$ cat config.mk
export PLATFORM = sky130hd
export DESIGN_NAME = seq6_monitor
export DESIGN_NICKNAME = d
export VERILOG_FILES = /design/src/rtl/seq6_pkg.sv /design/src/rtl/seq6_decode.sv /design/src/rtl/seq6_monitor.sv
export SDC_FILE = /design/constraint.sdc
export NUM_CORES = 1
export LEC_CHECK = 0
export ABC_AREA = 1
export CORE_MARGIN = 10
export CORE_UTILIZATION = 54
export CTS_BUF_LIST = sky130_fd_sc_hd__clkbuf_4 sky130_fd_sc_hd__clkbuf_8
export CTS_CLUSTER_SIZE = 14
export DETAILED_ROUTE_END_ITERATION = 12
export PLACE_DENSITY = 0.82
export SLEW_MARGIN = 30
export SYNTH_ARGS = -nofsm -noshare
export SYNTH_HDL_FRONTEND = slang
export SYNTH_SLANG_ARGS = --single-unit
$ cat constraint.sdc
create_clock -name clk -period 2 [get_ports clk]
set_input_delay 0.3 -clock clk [delete_from_list [all_inputs] [get_ports clk]]
set_output_delay 0.3 -clock clk [all_outputs]
set_load 0.01 [all_outputs]
$ cat src/rtl/seq6_pkg.sv
// Shared state codes, monitor FSM encoding and sequence helpers for the
// six-state Johnson-style sequence monitor.
package seq6_pkg;

    localparam logic [2:0] S0 = 3'b000;
    localparam logic [2:0] S1 = 3'b001;
    localparam logic [2:0] S2 = 3'b011;
    localparam logic [2:0] S3 = 3'b111;
    localparam logic [2:0] S4 = 3'b110;
    localparam logic [2:0] S5 = 3'b100;

    typedef enum logic [1:0] {
        MON_ACQUIRE = 2'd0,
        MON_TRACK   = 2'd1,
        MON_LOCKED  = 2'd2
    } mon_state_e;

    function automatic logic [2:0] seq6_succ(input logic [2:0] code);
        logic [2:0] nxt;
        case (code)
            S0:      nxt = S1;
            S1:      nxt = S2;
            S2:      nxt = S3;
            S3:      nxt = S4;
            S4:      nxt = S5;
            S5:      nxt = S0;
            default: nxt = S0;
        endcase
        return nxt;
    endfunction

    function automatic logic seq6_is_legal(input logic [2:0] code);
        return (code != 3'b010) && (code != 3'b101);
    endfunction

endpackage

$ cat src/rtl/seq6_decode.sv
// Combinational decode of one 3-bit sequence code into legality, successor
// code and one-hot sequence position.
module seq6_decode
    import seq6_pkg::*;
(
    input  logic [2:0] code_i,
    output logic       legal_o,
    output logic [2:0] succ_o,
    output logic [5:0] onehot_o
);

    assign legal_o = seq6_is_legal(code_i);
    assign succ_o  = seq6_succ(code_i);

    // One-hot position within the sequence; illegal codes decode to zero.
    always_comb begin
        case (code_i)
            S0:      onehot_o = 6'b000001;
            S1:      onehot_o = 6'b000010;
            S2:      onehot_o = 6'b000100;
            S3:      onehot_o = 6'b001000;
            S4:      onehot_o = 6'b010000;
            S5:      onehot_o = 6'b100000;
            default: onehot_o = 6'b000000;
        endcase
    end

endmodule

$ cat src/rtl/seq6_monitor.sv
// Sequence monitor for the six-state Johnson-style counter: phase decode,
// illegal-code and order checking, lock tracking and saturating error count.
// Optional feature macro SEQ6_MON_HOLD_EN: treat a stalled count as a legal hold.
module seq6_monitor
    import seq6_pkg::*;
#(
    parameter int LOCK_LEN = 6,
    parameter int ERR_W    = 8
) (
    input  logic             clk,
    input  logic             rstb,
    input  logic [2:0]       count,
    output logic [5:0]       phase,
    output logic             illegal,
    output logic             locked,
    output logic             seq_err,
    output logic             wrap,
    output logic [ERR_W-1:0] err_cnt
);

    localparam int               RUN_W   = $clog2(LOCK_LEN + 1);
    localparam logic [ERR_W-1:0] ERR_MAX = {ERR_W{1'b1}};

    mon_state_e       state_q, state_d;
    logic [2:0]       prev_q, prev_d;
    logic [RUN_W-1:0] run_q, run_d;
    logic [ERR_W-1:0] err_cnt_q, err_cnt_d;
    logic [5:0]       phase_q;
    logic             illegal_q, locked_q, seq_err_q, wrap_q;
    logic             seq_err_d, wrap_d;

    logic             cur_legal_s, prev_legal_s;
    logic [2:0]       cur_succ_s, prev_succ_s;
    logic [5:0]       cur_onehot_s, prev_onehot_s;
    logic             match_s, hold_s, unused_s;

    seq6_decode u_dec_cur (
        .code_i   (count),
        .legal_o  (cur_legal_s),
        .succ_o   (cur_succ_s),
        .onehot_o (cur_onehot_s)
    );

    seq6_decode u_dec_prev (
        .code_i   (prev_q),
        .legal_o  (prev_legal_s),
        .succ_o   (prev_succ_s),
        .onehot_o (prev_onehot_s)
    );

    assign match_s  = (count == prev_succ_s);
    assign unused_s = ^{cur_succ_s, prev_legal_s, prev_onehot_s};

`ifdef SEQ6_MON_HOLD_EN
    assign hold_s = (count == prev_q);
`else
    assign hold_s = 1'b0;
`endif

    // Next-state, tracking registers and pulse generation.
    always_comb begin
        state_d   = state_q;
        prev_d    = prev_q;
        run_d     = run_q;
        seq_err_d = 1'b0;
        wrap_d    = 1'b0;
        case (state_q)
            MON_ACQUIRE: begin
                if (cur_legal_s) begin
                    prev_d  = count;
                    run_d   = RUN_W'(0);
                    state_d = MON_TRACK;
                end else begin
                    state_d = MON_ACQUIRE;
                end
            end
            MON_TRACK: begin
                if (hold_s) begin
                    state_d = MON_TRACK;
                end else if (match_s) begin
                    prev_d = count;
                    run_d  = run_q + RUN_W'(1);
                    if (run_q == RUN_W'(LOCK_LEN - 1)) begin
                        state_d = MON_LOCKED;
                    end else begin
                        state_d = MON_TRACK;
                    end
                end else if (cur_legal_s) begin
                    prev_d = count;
                    run_d  = RUN_W'(0);
                end else begin
                    state_d = MON_ACQUIRE;
                end
            end
            MON_LOCKED: begin
                if (hold_s) begin
                    state_d = MON_LOCKED;
                end else if (match_s) begin
                    prev_d = count;
                    wrap_d = (prev_q == S5) && (count == S0);
                end else begin
                    seq_err_d = 1'b1;
                    run_d     = RUN_W'(0);
                    if (cur_legal_s) begin
                        prev_d  = count;
                        state_d = MON_TRACK;
                    end else begin
                        state_d = MON_ACQUIRE;
                    end
                end
            end
            default: begin
                state_d = MON_ACQUIRE;
            end
        endcase

        if (seq_err_d && (err_cnt_q != ERR_MAX)) begin
            err_cnt_d = err_cnt_q + ERR_W'(1);
        end else begin
            err_cnt_d = err_cnt_q;
        end
    end

    // State and output registers; outputs reflect the count sampled this edge.
    always_ff @(posedge clk or negedge rstb) begin
        if (!rstb) begin
            state_q   <= MON_ACQUIRE;
            prev_q    <= S0;
            run_q     <= RUN_W'(0);
            err_cnt_q <= {ERR_W{1'b0}};
            phase_q   <= 6'b000000;
            illegal_q <= 1'b0;
            locked_q  <= 1'b0;
            seq_err_q <= 1'b0;
            wrap_q    <= 1'b0;
        end else begin
            state_q   <= state_d;
            prev_q    <= prev_d;
            run_q     <= run_d;
            err_cnt_q <= err_cnt_d;
            phase_q   <= cur_onehot_s;
            illegal_q <= ~cur_legal_s;
            locked_q  <= (state_d == MON_LOCKED);
            seq_err_q <= seq_err_d;
            wrap_q    <= wrap_d;
        end
    end

    assign phase   = phase_q;
    assign illegal = illegal_q;
    assign locked  = locked_q;
    assign seq_err = seq_err_q;
    assign wrap    = wrap_q;
    assign err_cnt = err_cnt_q;

endmodule

; After elaboration in Yosys (flattened, before gate mapping)
; Cells that the tools add are included.
[word_totals]
reg_bits = 26
[classes]
n_addsub = 2
reduce_logical = 10
bitwise_logic = 1
eq_ne = 19
n_mux = 19
[op_table]
columns = op, n
row1 = 6-bit one-hot mux with 6 select lines, 1
row2 = 3-bit equality test (second input constant), 7
row3 = 3-bit two-way mux, 5
row4 = 3-bit one-hot mux with 5 select lines, 1
row5 = 3-bit one-hot mux with 3 select lines, 1
row6 = 8-bit by 1-bit adder with 8-bit output (second input constant), 1
row7 = 2-bit two-way mux, 4
row8 = 8-bit inequality test (second input constant), 1
row9 = 3-bit by 1-bit equality test with 1-bit output (second input constant), 2
row10 = 3-bit by 2-bit equality test with 1-bit output (second input constant), 2
row11 = 3-bit zero test, 2
row12 = 2-bit one-hot mux with 3 select lines, 1
row13 = 3-bit one-hot mux with 2 select lines, 1
row14 = 1-bit two-way mux, 5
row15 = 2-bit equality test (second input constant), 2
row16 = 3-bit by 1-bit adder with 3-bit output (second input constant), 1
row17 = 3-bit equality test, 1
row18 = 1-bit logical AND, 3
row19 = 3-bit by 2-bit inequality test with 1-bit output (second input constant), 1
row20 = 3-bit inequality test (second input constant), 1
row21 = 3-bit nonzero test, 1
row22 = 2-bit by 1-bit equality test with 1-bit output (second input constant), 1
row23 = 2-bit zero test, 1
row24 = 2-bit inequality test (second input constant), 1
row25 = other kinds (4), 4

; Depth between registers and ports, before layout
[logic_depth]
ltp_word = 6
ltp_mapped = 12
depth_no_buf = 12

; Cells and area by module
; From an unflattened synthesis, not the netlist that was laid out.
[unflattened]
hier_cells = 189
area_unflattened_um2 = 1550.2
[modules_own_cells]
columns = module, n_inst, seq_area_each_um2, cells_each, area_per_inst_um2
row1 = seq6_monitor, 1, 650.6, 155, 1415.1
row2 = seq6_decode, 2, 0.0, 17, 67.6

; Least setup slack after synthesis
; No wires, ideal clock.
[synth_timing]
path_kind = reg2reg
from = reg err_cnt_q[0], in the netlist err_cnt[0]
to = reg err_cnt_q[3], in the netlist err_cnt[3]
required_time_ns = 1.872
period_less_slack_ns = 1.528
setup_time_ns = 0.128
path_stages_with_launch = 8
arrival_ns = 1.401
slack_ns = 0.472
path_buffers = 0
path_cell_list = dfrtp_1 -> ha_1 -> nand3_1 -> nor3b_2 -> nand3_2 -> nand3_4 -> nor2_4 -> xor2_1
[synth_between]
elab_chain_cells = 2
word_cells_on_any_way = 3
cone_classes = add/sub (1) / eq/ne (1) / reduce/logical (1)
[synth_lines]
columns = element, line
row1 = "start, declared", seq6_monitor.sv:27  ; logic [ERR_W-1:0] err_cnt_q, err_cnt_d;
row2 = "start signal, assigned", seq6_monitor.sv:130  ; err_cnt_q <= {ERR_W{1'b0}};
row3 = "start signal, assigned", seq6_monitor.sv:140  ; err_cnt_q <= err_cnt_d;
row4 = "parallel branches: the longest is 2 deep, another holds 8-bit by 1-bit adder with 8-bit output", --
; Several ways; the timed one is not identified.
; A chain may end at the register's enable or synchronous reset.

; Final worst setup path
[layout_timing]
from = reg state_q[0]
to = reg run_q[0]
[layout_between]
elab_chain_cells = 3
word_cells_on_any_way = 7
cone_classes = eq/ne (3) / mux (1) / reduce/logical (3)
[layout_lines]
columns = element, line
row1 = "start, declared", seq6_monitor.sv:24  ; mon_state_e state_q, state_d;
row2 = "start signal, assigned", seq6_monitor.sv:137  ; state_q <= state_d;
row3 = 2-bit equality test (tied with other cells), seq6_monitor.sv:67  ; case (state_q)
row4 = 2-bit inequality test (no line) or 3-bit nonzero test (tied branches), --
row5 = 2-bit AND reduction (no line), --
row6 = "end signal, assigned", seq6_monitor.sv:139  ; run_q <= run_d;
row7 = "end, declared", seq6_monitor.sv:26  ; logic [RUN_W-1:0] run_q, run_d;
; Parallel ways exist; a longest one is shown, timed or not.

==> impl_results.md <==
- Setup tns final: 0 ns
- Top FF cell, synth: dfrtp_1
- Global-route wire length before repair: 4.66 mm
- Worst EP arrival: 1.87 ns
- Worst Path Required: 2.23 ns
- R2R depth: 8
- Worst flop-to-flop path startpoint: state_q[0]$_DFF_PN0_
- Post-route DRC: 0
- DP Area: 1660 um2
- Area delta synth->final: 21.6%
- Ratio of cells with drive above 1 in the final layout: 0.139
- Max cap viols: 0
- Top cells by count, synth: 44 x nand2_1, 26 x dfrtp_1, 20 x inv_1
- HP Class: in -> async
- Placer Congestion: 0.917
- Final period utilization: 0.820
- Final setup violation count: 0
- Antenna violations before repair: 0
- Die extent in y: 70.8 um
- Post-Syn Area: 1390 um2
- Synth top area share: 0.467
- Count of state elements after synthesis: 26
- Core ar.: 2480 um2
- Syn Nets: 172
- GRT Resource Usage Total: 0.107
- H-tree depth: 1
- Clk root buf: clkbuf_4
- Most common cell in the netlist: nand2_1
- Largest cells by area after synthesis: dfrtp_1 47%, nand2_1 12%, ha_1 6.3%, inv_1 5.4%, nand3_1 5.4%
- Fin. Hold Viols: 0
- Drt first pass iters: 6
- P_leak: 0.857 nW
- Clk_lat worst skew: 0.32 ns
- Synth Area per Inst: 8.71 um2
- Clock Sinks: 26
- Critical R2R Capture: run_q[0]$_DFFE_PN0P_
- Post-CTS resize count: 0
- Antenna diodes: 0
- Final Max Tran Viols: 0
- # nets final: 200
- R2R setup slack: 0.36 ns
- Worst Setup Start Kind: flop
- Post-route minimum period: 1.64 ns
- Top cell type by total area after synthesis: dfrtp_1
- Initial core utilization: 0.563
- Clock buffer depth: 2
- Clk_skew: 0.00239 ns
- # Post-CTS Setup Buffers: 0
- Critical path class: reg -> reg
- Global route overflow: 0
- Unrepaired setup endpoints after global routing: false
- Routed WL per cell: 12.5 um
- Post-DRT Antenna Nets: 0
- Design area: 1700 um2
- TritonCTS clock tree: built
- Mapped Cells: 160
- Critical Path Start: state_q[0]$_DFF_PN0_
- Worst Setup EP: run_q[0]$_DFFE_PN0P_
- Post-synth EDFFs: 0
- Total CTS buffers: 3
- DR vias: 1110
- Max_slew headroom: 0.781
- Initial DRC count: 48
- Fmax: 0.610 GHz
- Synth async-reset ratio: 1.00
- I/O Buffers: 22
- Via density: 5.12
- Run status: completed
- Power density cells: 689 nW/um2
- Ports: 23
- Clock transition at the registers of the reported paths: 0.13 ns
- Total die area: 5010 um2
- Netlist cell types: 22
- Seq/Total Area, Yosys: 0.467
- Critical path endpoint category: flop
- FP Rows: 18
- Least-Margin Pin Slew: 0.329 ns
- Vias in the first global route: 1036
- Die W: 70.8 um
- WL final: 2.71 mm
- Largest net degree at the start of global routing: 27
- Fin Hold WS: 0.325 ns
- Worst-path maximum fanout: 4
- Hold buffer count at CTS: 0
- Post-DP HPWL: 2.13 mm
- Worst VDD drop: 0.000562 V
- YS warnings: 0
[layer usage]
| layer | track usage | vias to the layer above | wire [um] |
|---|---|---|---|
| met4 | 0.0387 | 0 | 59 |
| met3 | 0.0237 | 9 | 137 |
| met1 | 0.128 | 506 | 1220 |
| met5 | 0 | - | 0 |
| met2 | 0.184 | 35 | 1290 |
| li1 | - | 560 | - |
[power by group]
group	switching [W]	internal, W	leakage (nW)
logic	0.000185	0.000117	0.487
clock network	0.000151	0.000111	0.0210
registers	0.0000389	0.000565	0.350
[how the worst min path moves through the flow]
stage / from / to / slack, ns / cells after the start
finish: rstb / prev_q[0]$_DFFE_PN0P_ / 0.33 / 2
global route: rstb / err_cnt[0]$_DFFE_PN0P_ / 0.34 / 2
floorplan: rstb / err_cnt[0]$_DFFE_PN0P_ / 0.004 / 0
detailed placement: err_cnt[4]$_DFFE_PN0P_ / err_cnt[4]$_DFFE_PN0P_ / 0.50 / 1
global placement: err_cnt[4]$_DFFE_PN0P_ / err_cnt[4]$_DFFE_PN0P_ / 0.50 / 1
CTS: rstb / err_cnt[0]$_DFFE_PN0P_ / 0.33 / 2
[state kept, by name, indices dropped and copies added (netlist names)]
signal	flops
illegal	1
seq_err	1
prev_q	3
err_cnt	8
wrap	1
phase	6
run_q	3
locked	1
state_q	2
[placed cells by master, fill, tap and decap left out, types with 5 or more instances in the layout]
cell type,count
clkdlybuf4s50_1,22
dfrtp_1,26
ha_1,7
inv_1,20
nand2_1,44
nand3_1,15
nor2_1,5
nor3_1,5
o21ai_0,6
[cell type report]
type | instances | area (um2)
timing repair buffer | 23 | 228
tap | 30 | 37.5
fill | 197 | 782
inverter | 23 | 86.3
clock buffer | 4 | 36.3
multi-input combinational | 111 | 657
sequential | 26 | 651
[cell families after synthesis]
logic type / Yosys count / synth area share
AO/OA/AOI/OAI: 8 / 0.0287
XOR/XNOR: 7 / 0.0440
adder cells (fa/ha/maj): 7 / 0.0628
buffers and inverters: 23 / 0.0619
flip-flops: 26 / 0.467
AND/OR/NAND/NOR: 89 / 0.336
[per-stage QoR]
step           worst slack (ns)  cells   util  total power (W)
5_1_grt                   0.209    217  0.684          0.00124
3_3_place_gp              0.137    213  0.670         0.000901
2_1_floorplan             0.472    160      -         0.000824
4_1_cts                   0.345    217  0.684          0.00118
6_report                  0.360    217  0.684          0.00117
3_5_place_dp              0.105    213  0.670         0.000917
[critical path, cell delays in order (launching register included)]
cell and delay (ns):
dfrtp_1 0.42, inv_1 0.11, ha_1 0.33, inv_1 0.05, or2_2 0.30, o21ai_0 0.10
inv_1 0.07, o21ai_1 0.13, inv_1 0.05
Note: power is estimated with default switching activity, not from simulation.
